==> src/rtl/cache_pkg.sv <==
// Shared cache defaults and the line-fill FSM state encoding.
package cache_pkg;

    localparam int unsigned DEFAULT_WORD_SIZE  = 32;
    localparam int unsigned DEFAULT_WORD_COUNT = 4;
    localparam int unsigned DEFAULT_ADDR_WIDTH = 15;
    localparam int unsigned FILL_COUNT_WIDTH   = 14;

    typedef enum logic [1:0] {
        StIdle = 2'd0,
        StReq  = 2'd1,
        StWait = 2'd2,
        StDone = 2'd3
    } fill_state_e;

endpackage

==> src/rtl/sat_counter.sv <==
// Up-counter that sticks at all-ones instead of wrapping.
module sat_counter #(
    parameter int unsigned WIDTH = 14
) (
    input  logic             clk_i,
    input  logic             rst_i,
    input  logic             inc_i,
    output logic [WIDTH-1:0] count_o
);

    logic [WIDTH-1:0] count_q, count_d;

    always_comb begin
        count_d = count_q;
        if (inc_i && (count_q != {WIDTH{1'b1}})) begin
            count_d = count_q + WIDTH'(1);
        end
    end

    always_ff @(posedge clk_i) begin
        if (rst_i) begin
            count_q <= '0;
        end else begin
            count_q <= count_d;
        end
    end

    assign count_o = count_q;

endmodule

==> src/rtl/line_fill_unit.sv <==
// Fetches a full cache line word by word from main memory on a miss,
// always starting at the line-aligned base and walking up in order.
module line_fill_unit
    import cache_pkg::*;
#(
    parameter int unsigned WORD_SIZE  = DEFAULT_WORD_SIZE,
    parameter int unsigned WORD_COUNT = DEFAULT_WORD_COUNT,
    parameter int unsigned ADDR_WIDTH = DEFAULT_ADDR_WIDTH
) (
    input  logic                             clk,
    input  logic                             rst,
    input  logic                             fill_req,
    input  logic [ADDR_WIDTH-1:0]            fill_addr,
    output logic                             fill_busy,
    output logic                             fill_done,
    output logic [WORD_COUNT*WORD_SIZE-1:0]  line_data,
    output logic                             mem_rd,
    output logic [ADDR_WIDTH-1:0]            mem_addr,
    input  logic [WORD_SIZE-1:0]             mem_rdata,
    input  logic                             mem_rvalid,
    output logic [FILL_COUNT_WIDTH-1:0]      fill_count
);

    localparam int unsigned IDX_W  = $clog2(WORD_COUNT);
    localparam int unsigned BASE_W = ADDR_WIDTH - IDX_W;
    localparam int unsigned LINE_W = WORD_COUNT * WORD_SIZE;

    fill_state_e              state_q, state_d;
    logic [IDX_W-1:0]         index_q, index_d;
    logic [BASE_W-1:0]        base_q, base_d;
    logic [LINE_W-1:0]        line_q, line_d;

    always_comb begin
        state_d = state_q;
        index_d = index_q;
        base_d  = base_q;
        line_d  = line_q;

        unique case (state_q)
            StIdle: begin
                if (fill_req) begin
                    base_d  = fill_addr[ADDR_WIDTH-1:IDX_W];
                    index_d = '0;
                    state_d = StReq;
                end
            end
            StReq: begin
                state_d = StWait;
            end
            StWait: begin
                // No timeout: memory is trusted to answer eventually.
                if (mem_rvalid) begin
                    line_d[index_q*WORD_SIZE +: WORD_SIZE] = mem_rdata;
                    if (index_q == IDX_W'(WORD_COUNT - 1)) begin
                        state_d = StDone;
                    end else begin
                        index_d = index_q + IDX_W'(1);
                        state_d = StReq;
                    end
                end
            end
            StDone: begin
                state_d = StIdle;
            end
            default: begin
                state_d = StIdle;
            end
        endcase
    end

    always_ff @(posedge clk) begin
        if (rst) begin
            state_q <= StIdle;
            index_q <= '0;
            base_q  <= '0;
            line_q  <= '0;
        end else begin
            state_q <= state_d;
            index_q <= index_d;
            base_q  <= base_d;
            line_q  <= line_d;
        end
    end

    // Base has zero low bits, so concatenation equals base+index without overflow.
    assign fill_busy = (state_q != StIdle);
    assign fill_done = (state_q == StDone);
    assign mem_rd    = (state_q == StReq);
    assign mem_addr  = mem_rd ? {base_q, index_q} : '0;
    assign line_data = line_q;

    sat_counter #(
        .WIDTH(FILL_COUNT_WIDTH)
    ) u_fill_counter (
        .clk_i  (clk),
        .rst_i  (rst),
        .inc_i  (fill_done),
        .count_o(fill_count)
    );

endmodule

==> config.mk <==
export PLATFORM = sky130hd
export DESIGN_NAME = line_fill_unit
export DESIGN_NICKNAME = d
export VERILOG_FILES = /design/src/rtl/cache_pkg.sv /design/src/rtl/sat_counter.sv /design/src/rtl/line_fill_unit.sv
export SDC_FILE = /design/constraint.sdc
export NUM_CORES = 1
export LEC_CHECK = 0
export BUFFER_PORTS_ARGS = -buffer_cell sky130_fd_sc_hd__buf_2
export CELL_PAD_IN_SITES_DETAIL_PLACEMENT = 0
export CELL_PAD_IN_SITES_GLOBAL_PLACEMENT = 1
export CORE_MARGIN = 1
export CORE_UTILIZATION = 36
export DETAILED_ROUTE_END_ITERATION = 12
export HOLD_SLACK_MARGIN = 0.1
export PLACE_DENSITY_LB_ADDON = 0.1
export REMOVE_ABC_BUFFERS = 1
export SYNTH_ARGS = -nofsm -noshare
export SYNTH_HDL_FRONTEND = slang
export SYNTH_HIERARCHICAL = 1
export SYNTH_SLANG_ARGS = --single-unit
==> constraint.sdc <==
create_clock -name clk -period 2.6 [get_ports clk]
set_clock_uncertainty 0.15 [all_clocks]
set_input_delay 0.13 -clock clk [delete_from_list [all_inputs] [get_ports clk]]
set_output_delay 0.13 -clock clk [all_outputs]
set_load 0.005 [all_outputs]
======== Word-level counts from Yosys, hierarchy flattened ========
Index checks and enable logic that the tools add are counted.
cells by class
  add/subtract/negate cells ............... 3
  eq/ne operators ......................... 8
  shift operators ......................... 2
  mux-type cells .......................... 10
  reductions and logical operators ........ 8
operator list
  kind                       count
  $bwmux 128                 1
  $shift 32x34->128 const A  1
  $shiftx 32x34->128         1
  $neg 7->34                 1
  $mux 15                    1
  $add 14x1->14 const B      1
  $ne 14x14->1 const B       1
  $mux 2                     6
  $pmux 2 s4                 1
  $eq 2x2->1 const B         3
  $ne 2x2->1 const B         3
  $reduce_and 2->1           3
  $pmux 2 s2                 1
  $reduce_and 4->1           1
  $reduce_bool 2->1          2
  $add 2x1->2 const B        1
  $eq 2x1->1 const B         1
  $logic_not 2->1            1
  $logic_and 1x1->1          1
storage, ports and cells
  register bits after elaboration ......... 159
  output and inout bits ................... 160
  word-level logic and storage cells ...... 36

======== Depth between registers and ports, before layout ========
Gate-level depths: netlist of run 1.
  word-level depth ........................ 4
  mapped depth ............................ 7

======== Modules after synthesis ========
Netlist of run 1, hierarchy kept.
by module, submodules not included
  module          times used  cells each  area each (µm²)  sequential area each (µm²)
  line_fill_unit  1           687         5,565.3          2,902.8
  sat_counter     1           83          734.5            280.3

======== Worst setup path before layout of run 1 ========
No wires, ideal clock.
  kind .................................... register to register
  start ................................... reg state_q[1]
  end ..................................... reg u_fill_counter.count_q[9], in the netlist u_fill_counter/count_o[9]
  setup time .............................. 0.071 ns
  arrival time ............................ 1.719 ns
  required time ........................... 2.379 ns
  path slack .............................. 0.660 ns
  stages on the path, launching flop included .. 7
  clock period less this slack ............ 1.940 ns
  path through ............................ dfxtp_1 > buf_2 > and2_1 > and3_1 > nand3_1 > or4_1 > a21oi_1
on the way
  cells in the longest elaborated chain, start to end .. 2
RTL lines
  what                    RTL line              RTL
  from (decl)             line_fill_unit.sv:28  fill_state_e state_q, state_d;
  from (signal assigned)  line_fill_unit.sv:73  state_q <= StIdle;
  from (signal assigned)  line_fill_unit.sv:78  state_q <= state_d;
  $eq 2x2->1              line_fill_unit.sv:87  assign fill_done = (state_q == StDone);
  via fill_done           line_fill_unit.sv:15  output logic fill_done,
  $logic_and 1x1->1       sat_counter.sv:15     if (inc_i && (count_q != {WIDTH{1'b1}})) begin
  to (signal assigned)    sat_counter.sv:24     count_q <= count_d;
  to (decl)               sat_counter.sv:11     logic [WIDTH-1:0] count_q, count_d;
The timed path passes the listed nets, and every way through them passes these cells.
A chain may end at the register's enable or synchronous reset.

======== Final worst setup path of run 1 ========
  start ................................... reg index_q[1]
  end ..................................... reg line_q[48], in the netlist line_data[48]
on the way
  cells in the longest elaborated chain, start to end .. 3
  elaborated cells on any way between the ends .. 4
  classes of those cells .................. add/sub (1); shift (2); mux (1)
RTL lines
  what                                                     RTL line              RTL
  from (decl)                                              line_fill_unit.sv:29  logic [IDX_W-1:0] index_q, index_d;
  from (signal assigned)                                   line_fill_unit.sv:79  index_q <= index_d;
  $neg 7->34 *                                             line_fill_unit.sv:53  line_d[index_q*WORD_SIZE +: WORD_SIZE] = mem_rdata;
  $shiftx 32x34->128 or $shift 32x34->128 (tied branches)  line_fill_unit.sv:53
  $bwmux 128 *                                             line_fill_unit.sv:53
  to (signal assigned)                                     line_fill_unit.sv:81  line_q <= line_d;
  to (decl)                                                line_fill_unit.sv:31  logic [LINE_W-1:0] line_q, line_d;
Every way passes the cells marked *; elsewhere a longest branch is shown, timed or not.

==> results of run 1 <==
[state kept, by name (all words and copies together) (netlist names)]
register / count
line_data: 128
u_fill_counter/count_o: 14
base_q: 13
index_q: 2
state_q: 2
[critical path: stages, from the launching register on]
cell,delay (ns)
dfxtp_1,0.42
inv_1,0.11
ha_2,0.44
and3b_1,0.21
buf_4,0.26
nand3_1,0.11
a21oi_1,0.14
dlygate4sd3_1,0.56
[cell families (layout without fill, tap and decap cells)]
family | after synthesis | in the layout | synth area share (%)
and+or+nand+nor | 365 | 365 | 28.8
AOI/OAI and AO/OA | 166 | 166 | 13.6
DFF | 159 | 159 | 50.5
adders and majority gates | 7 | 7 | 1.39
buffers and inverters | 70 | 335 | 5.24
muxes | 3 | 3 | 0.497
[layout make-up]
cell class / count / area (um2)
clock buffer: 19 / 453
fill: 1715 / 8400
sequential: 159 / 3180
timing repair buffer: 299 / 1890
multi-input combinational: 541 / 2810
tap: 225 / 282
clock inverter: 13 / 138
inverter: 4 / 15.0
[power groups by stage]
stage                     clock [uW]  combinational [uW]  sequential (uW)
after floorplan                    0                79.4             2530
after global placement             0                 245             2530
after detailed placement           0                 249             2530
after CTS                       2540                 324             2480
after global routing            2660                 354             2480
final                           2490                 325             2480
[Yosys cell counts (all sizes together) (5+ instances only)]
library cell	number	area (um2)
dfxtp	159	3180
nand2	157	592
a21oi	155	776
nand3	135	676
buf	47	243
clkbuf	19	72.6
and2	16	100
ha	7	87.6
nor2	6	22.5
nor3	6	30.0
nand4b	5	43.8
nor2b	5	31.3
o31ai	5	37.5
[through the flow]
stage                     total power (uW)  utilization, %  hold slack (ns)  setup TNS, ns  setup slack (ns)
final                                 5290            51.1            0.296              0             0.146
after floorplan                       2610               -           0.0446          -8.71            -0.281
after CTS                             5340            51.1            0.299              0            0.0983
after global routing                  5500            51.1            0.312              0          0.000893
after detailed placement              2780            44.0            0.228              0             0.450
after global placement                2780            44.0            0.225              0             0.509
[routing by layer]
layer | track usage, % | part of all wire (%) | vias to the layer above
met2 | 38.5 | 49 | 188
met4 | 8.18 | 1.7 | 0
li1 | - | - | 3147
met5 | 0 | 0 | -
met3 | 5.33 | 5.9 | 20
met1 | 27.5 | 43 | 3026
[worst max path at each step]
stage               slack (ns)                        end  depth (start not counted)        from
finish                    0.15              line_data[48]                          7  index_q[1]
CTS                        0.1              line_data[48]                          7  index_q[1]
global route            0.0009              line_data[48]                          7  index_q[1]
detailed placement        0.45  u_fill_counter/count_o[9]                          5  state_q[0]
floorplan                -0.28              line_data[64]                          5  index_q[0]
global placement          0.51  u_fill_counter/count_o[9]                          5  state_q[0]
[timing repair]
item / 4_1_cts / 5_1_grt
hold endpoints to repair: 153 / 0
hold buffers: 62 / 0
resized for setup: 0 / 1
setup buffers: 0 / 0
setup endpoints to repair: 0 / 1
==> key figures, run 1 <==
STA
  • Worst Tran Pin Value: 0.807 ns
  • Crit path time final: 2.45 ns
  • Slew headroom: between 40% and 50%
  • Final setup violation count: 0
  • Fin crit share: 94.4%
  • FMAX: 408 MHz
  • Final hold violation count: 0
  • Max-slew violations: 0
  • RSZ-0062 raised after global routing: no

Critical path
  • WS Path Type: flop to flop
  • Critical register-to-register path startpoint: index_q[1]
  • CP max FO: 18
  • CP Data Arrival Time: 2.67 ns
  • Worst Setup Start Kind: flop
  • FF-to-FF setup slack: roughly 0.15 ns
  • WP data required: between 2 and 3 ns
  • Path depth of the worst reg2reg path: 7
  • Critical Path Sink Type: flop
  • Worst R2R End: line_data[48]

Detailed routing
  • Via/cell ratio: ~5.1
  • DR DRC count: 0
  • Detailed-route wire length: 20300 um
  • Average wire per standard cell: around 16 um
  • Drt pass-1 iters: 5
  • Via count: roughly 6400
  • Initial DRC count: ~410
  • Post-route ant nets: 0

Finish
  • NumNets Final: 1080
  • Filler-free cell count of the finished design: 1260
  • Area Overhead vs Synth: 39.3%
  • Most common cell after layout, fill and taps aside: buf_2
  • N_diodes: 0
  • Layout cells sized above 1: 27.2%
  • Most frequent cells in the layout: 207 x buf_2, 159 x dfxtp_1, 156 x nand2_1
  • Post-route cell area: 8770 um2

Logic synthesis
  • Synth Instances: 770
  • Post-synth cell types: 44
  • Synth warnings: 6
  • Mapped Area: 6300 um2
  • Synth Flop Type: dfxtp_1
  • EDFF count, synth: 0
  • Share of the yosys chip area belonging to registers: 50.5%
  • Mean post-synth cell area: 8.18 um2
  • Ys async rst share: 0%
  • Synth Register Bits: ~160

Global routing
  • Vias in the first global route: 5951
  • First-pass GRT wire length: 31500 um
  • Largest net degree at the start of global routing: 87
  • GRT overflow: 0
  • Initial antenna violation count: 0
  • GRT Util Overall: 22.5%

Place
  • Post-DP Area: 7560 um2
  • Gp weighted congestion: slightly below 0.8
  • Post-DP HPWL: approximately 13000 um
  • Placed Cells: 1166
  • IO buf count: 208

Clocking
  • Worst skew pair latency: 0.42 ns
  • CTS tree: yes
  • CTS clk-pin slew, worst paths: roughly 0.06 ns
  • Clk Tree Root Cell: clkbuf_16
  • Clock H-tree levels: 4
  • Clock Sinks: 159
  • CTS Buffer Depth: 2
  • Num CTS Buffers: 17

Die
  • Die ar.: between 15000 and 20000 um2
  • Row cnt: 48
  • Die W: 134 um
  • Core Box Area: 17200 um2
  • Initial Utilization: a little under two fifths
  • Height of the die: 134 um
  • Ports: about 210

Flow run
  • Max-cap viol count: 0

Power and ir drop
  • Pleak: 0.00362 uW
  • Sw Pwr: 1210 uW
  • Clock network fraction of design power: 47.0%
  • Pint: a little over 4000 uW
  • Power density cells: 603 nW/um2
  • Sequential share of power: 46.9%
  • Peak VDD IR: 0.425 mV
  • Gate power share: 6.1%
  • Sw frac: between 20% and 30%

Status
  • Status: completed

Min path
  • Hold depth: 2
  • Min-Delay Startpoint: line_data[112]
  • Worst hold-check path type: flop to flop
  • Worst Hold End: line_data[112]
Power figures use the tool's default switching activity.
==> run 2: changes to the inputs <==
- PLACE_DENSITY_LB_ADDON: 0.1 -> 0.05
==> run 2 against run 1 <==
  * Global-route usage rose by 0.24 points
  * Largest cell class unchanged
  * Sequential power about the same
  * Sequential share of layout area about the same
  * Highest routed layer unchanged
  * Worst setup slack better by 0.23 ns
  * Largest power group is now registers
  * Critical endpoint is now base_q[3]
==> key figures, run 2 (same netlist as run 1, synthesis figures left out) <==
Clocking
  • CTS Buffer Depth: 2
  • Clock H-tree levels: 4
  • Num CTS Buffers: 17
  • Clk Tree Root Cell: clkbuf_16
  • CTS clk-pin slew, worst paths: 0.06 ns
  • Clock Sinks: 159
  • Worst skew pair latency: 0.41 ns
  • Post-cts sizing count: 0
  • CTS tree: yes

Detailed routing
  • Via/cell ratio: 5.14
  • Via count: between 6000 and 7000
  • Initial DRC count: 342
  • Average wire per standard cell: 16.4 um
  • DR DRC count: 0
  • Detailed-route wire length: 20600 um
  • Drt pass-1 iters: 5
  • Routed wl met3: 1420 um
  • Post-route ant nets: 0
  • Metal2 WL: 9930 um
  • Max Used Layer: met4
  • Met1 WL: 8840 um

Die
  • Row cnt: 48
  • Core Box Area: 17200 um2
  • Height of the die: 134 um
  • Ports: about 210
  • Die W: 134 um
  • Die ar.: 18000 um2
  • Initial Utilization: between 30% and 40%

STA
  • Worst Tran Pin Value: 0.782 ns
  • FMAX: 450 MHz
  • Final hold violation count: 0
  • Final setup violation count: 0
  • Slew headroom: between 40% and 50%
  • Post-Route Setup TNS: 0 ns
  • Max-slew violations: 0
  • Crit path time final: 2.22 ns
  • Fin crit share: 85.5%
  • RSZ-0062 raised after global routing: no

Power and ir drop
  • Pleak: between 0.003 and 0.004 uW
  • Overall power: between 5000 and 6000 uW
  • Pint: 4080 uW
  • Clock network fraction of design power: 46.9%
  • Sequential share of power: 46.9%
  • Gate power share: 6.2%
  • Peak VDD IR: 0.453 mV
  • Sw Pwr: 1200 uW
  • Power density cells: approximately 600 nW/um2
  • Sw frac: 22.7%

Critical path
  • WP data required: between 2 and 3 ns
  • CP max FO: 15
  • WS Path Type: flop to flop
  • CP Data Arrival Time: 2.42 ns
  • FF-to-FF setup slack: around 0.38 ns
  • Worst Setup Start Kind: flop
  • Critical Path Sink Type: flop

Place
  • IO buf count: 208
  • Post-DP HPWL: 13400 um
  • Placed Cells: 1164
  • Gp weighted congestion: 0.818

Finish
  • Filler-free cell count of the finished design: 1257
  • Layout cells sized above 1: between 20% and 30%
  • Most common cell after layout, fill and taps aside: buf_2
  • NumNets Final: 1077
  • Area Overhead vs Synth: 39.2%
  • Max reg flops: 128
  • N_diodes: 0
  • Most frequent cells in the layout: 207 x buf_2, 159 x dfxtp_1, 156 x nand2_1

Global routing
  • Vias in the first global route: 5947
  • GRT overflow: 0
  • First-pass GRT wire length: 31800 um
  • Initial antenna violation count: 0
  • GRT Util Overall: 22.8%
  • Largest net degree at the start of global routing: 84

Status
  • Status: completed

Min path
  • Worst hold-check path type: flop to flop

Flow run
  • Max-cap viol count: 0
[run 2: changes by cell type in the layout (fill, tap and decap cells not counted), sizes merged]
cell         delta
clkinv          +3
dlygate4sd3     -1
clkbuf          +1
buf             -2
clkinvlp        -4
[run 2: routing by layer]
metal  up-vias  GRT usage [%]
li1       3140              -
met1      3071           28.4
met2       221           37.7
met3        25           6.65
met4         0           7.24
met5         -              0
[run 2: path summary, 6_finish.rpt]
path / start / endpoint / cells past startpoint
worst min-delay path: line_data[33] / line_data[33] / 2
worst max-delay path: state_q[1] / base_q[3] / 5
worst max register to register: state_q[1] / base_q[3] / 5
worst min register to register: line_data[33] / line_data[33] / 2
[run 2: per-stage QoR]
stage / hold slack, ns / util, % / worst slack [ns] / cell area, um2
2_1_floorplan: 0.0446 / - / -0.281 / 5980
6_report: 0.296 / 51.1 / 0.376 / 8770
3_5_place_dp: 0.232 / 44.1 / 0.432 / 7570
3_3_place_gp: 0.223 / 44.1 / 0.502 / 7570
4_1_cts: 0.299 / 51.1 / 0.402 / 8770
5_1_grt: 0.314 / 51.1 / 0.210 / 8770
[run 2: power by group through the flow]
stage	combinational [uW]	sequential (uW)	clock, uW
floorplan	79.4	2530	0
global placement	249	2530	0
detailed placement	253	2530	0
CTS	328	2480	2540
global route	359	2480	2650
finish	328	2480	2480
[run 2: repair_timing]
action	CTS	global route
buffers inserted	0	0
hold buffers	61	0
endpoints found under the hold margin	155	0
[run 2: critical path: stages, from the launching register on]
cell,delay (ns)
dfxtp_1,0.31
buf_4,0.17
nor3b_2,0.67
nand2_1,0.13
dlygate4sd3_1,0.59
a21oi_1,0.13
[run 2: area by class of cell]
cell class | instances | area [um2]
Fill cell | 1754 | 8400
Sequential cell | 159 | 3180
Multi-Input combinational cell | 541 | 2810
Timing Repair Buffer | 296 | 1890
Clock buffer | 20 | 457
Tap cell | 225 | 282
Clock inverter | 12 | 134
Inverter | 4 | 15.0
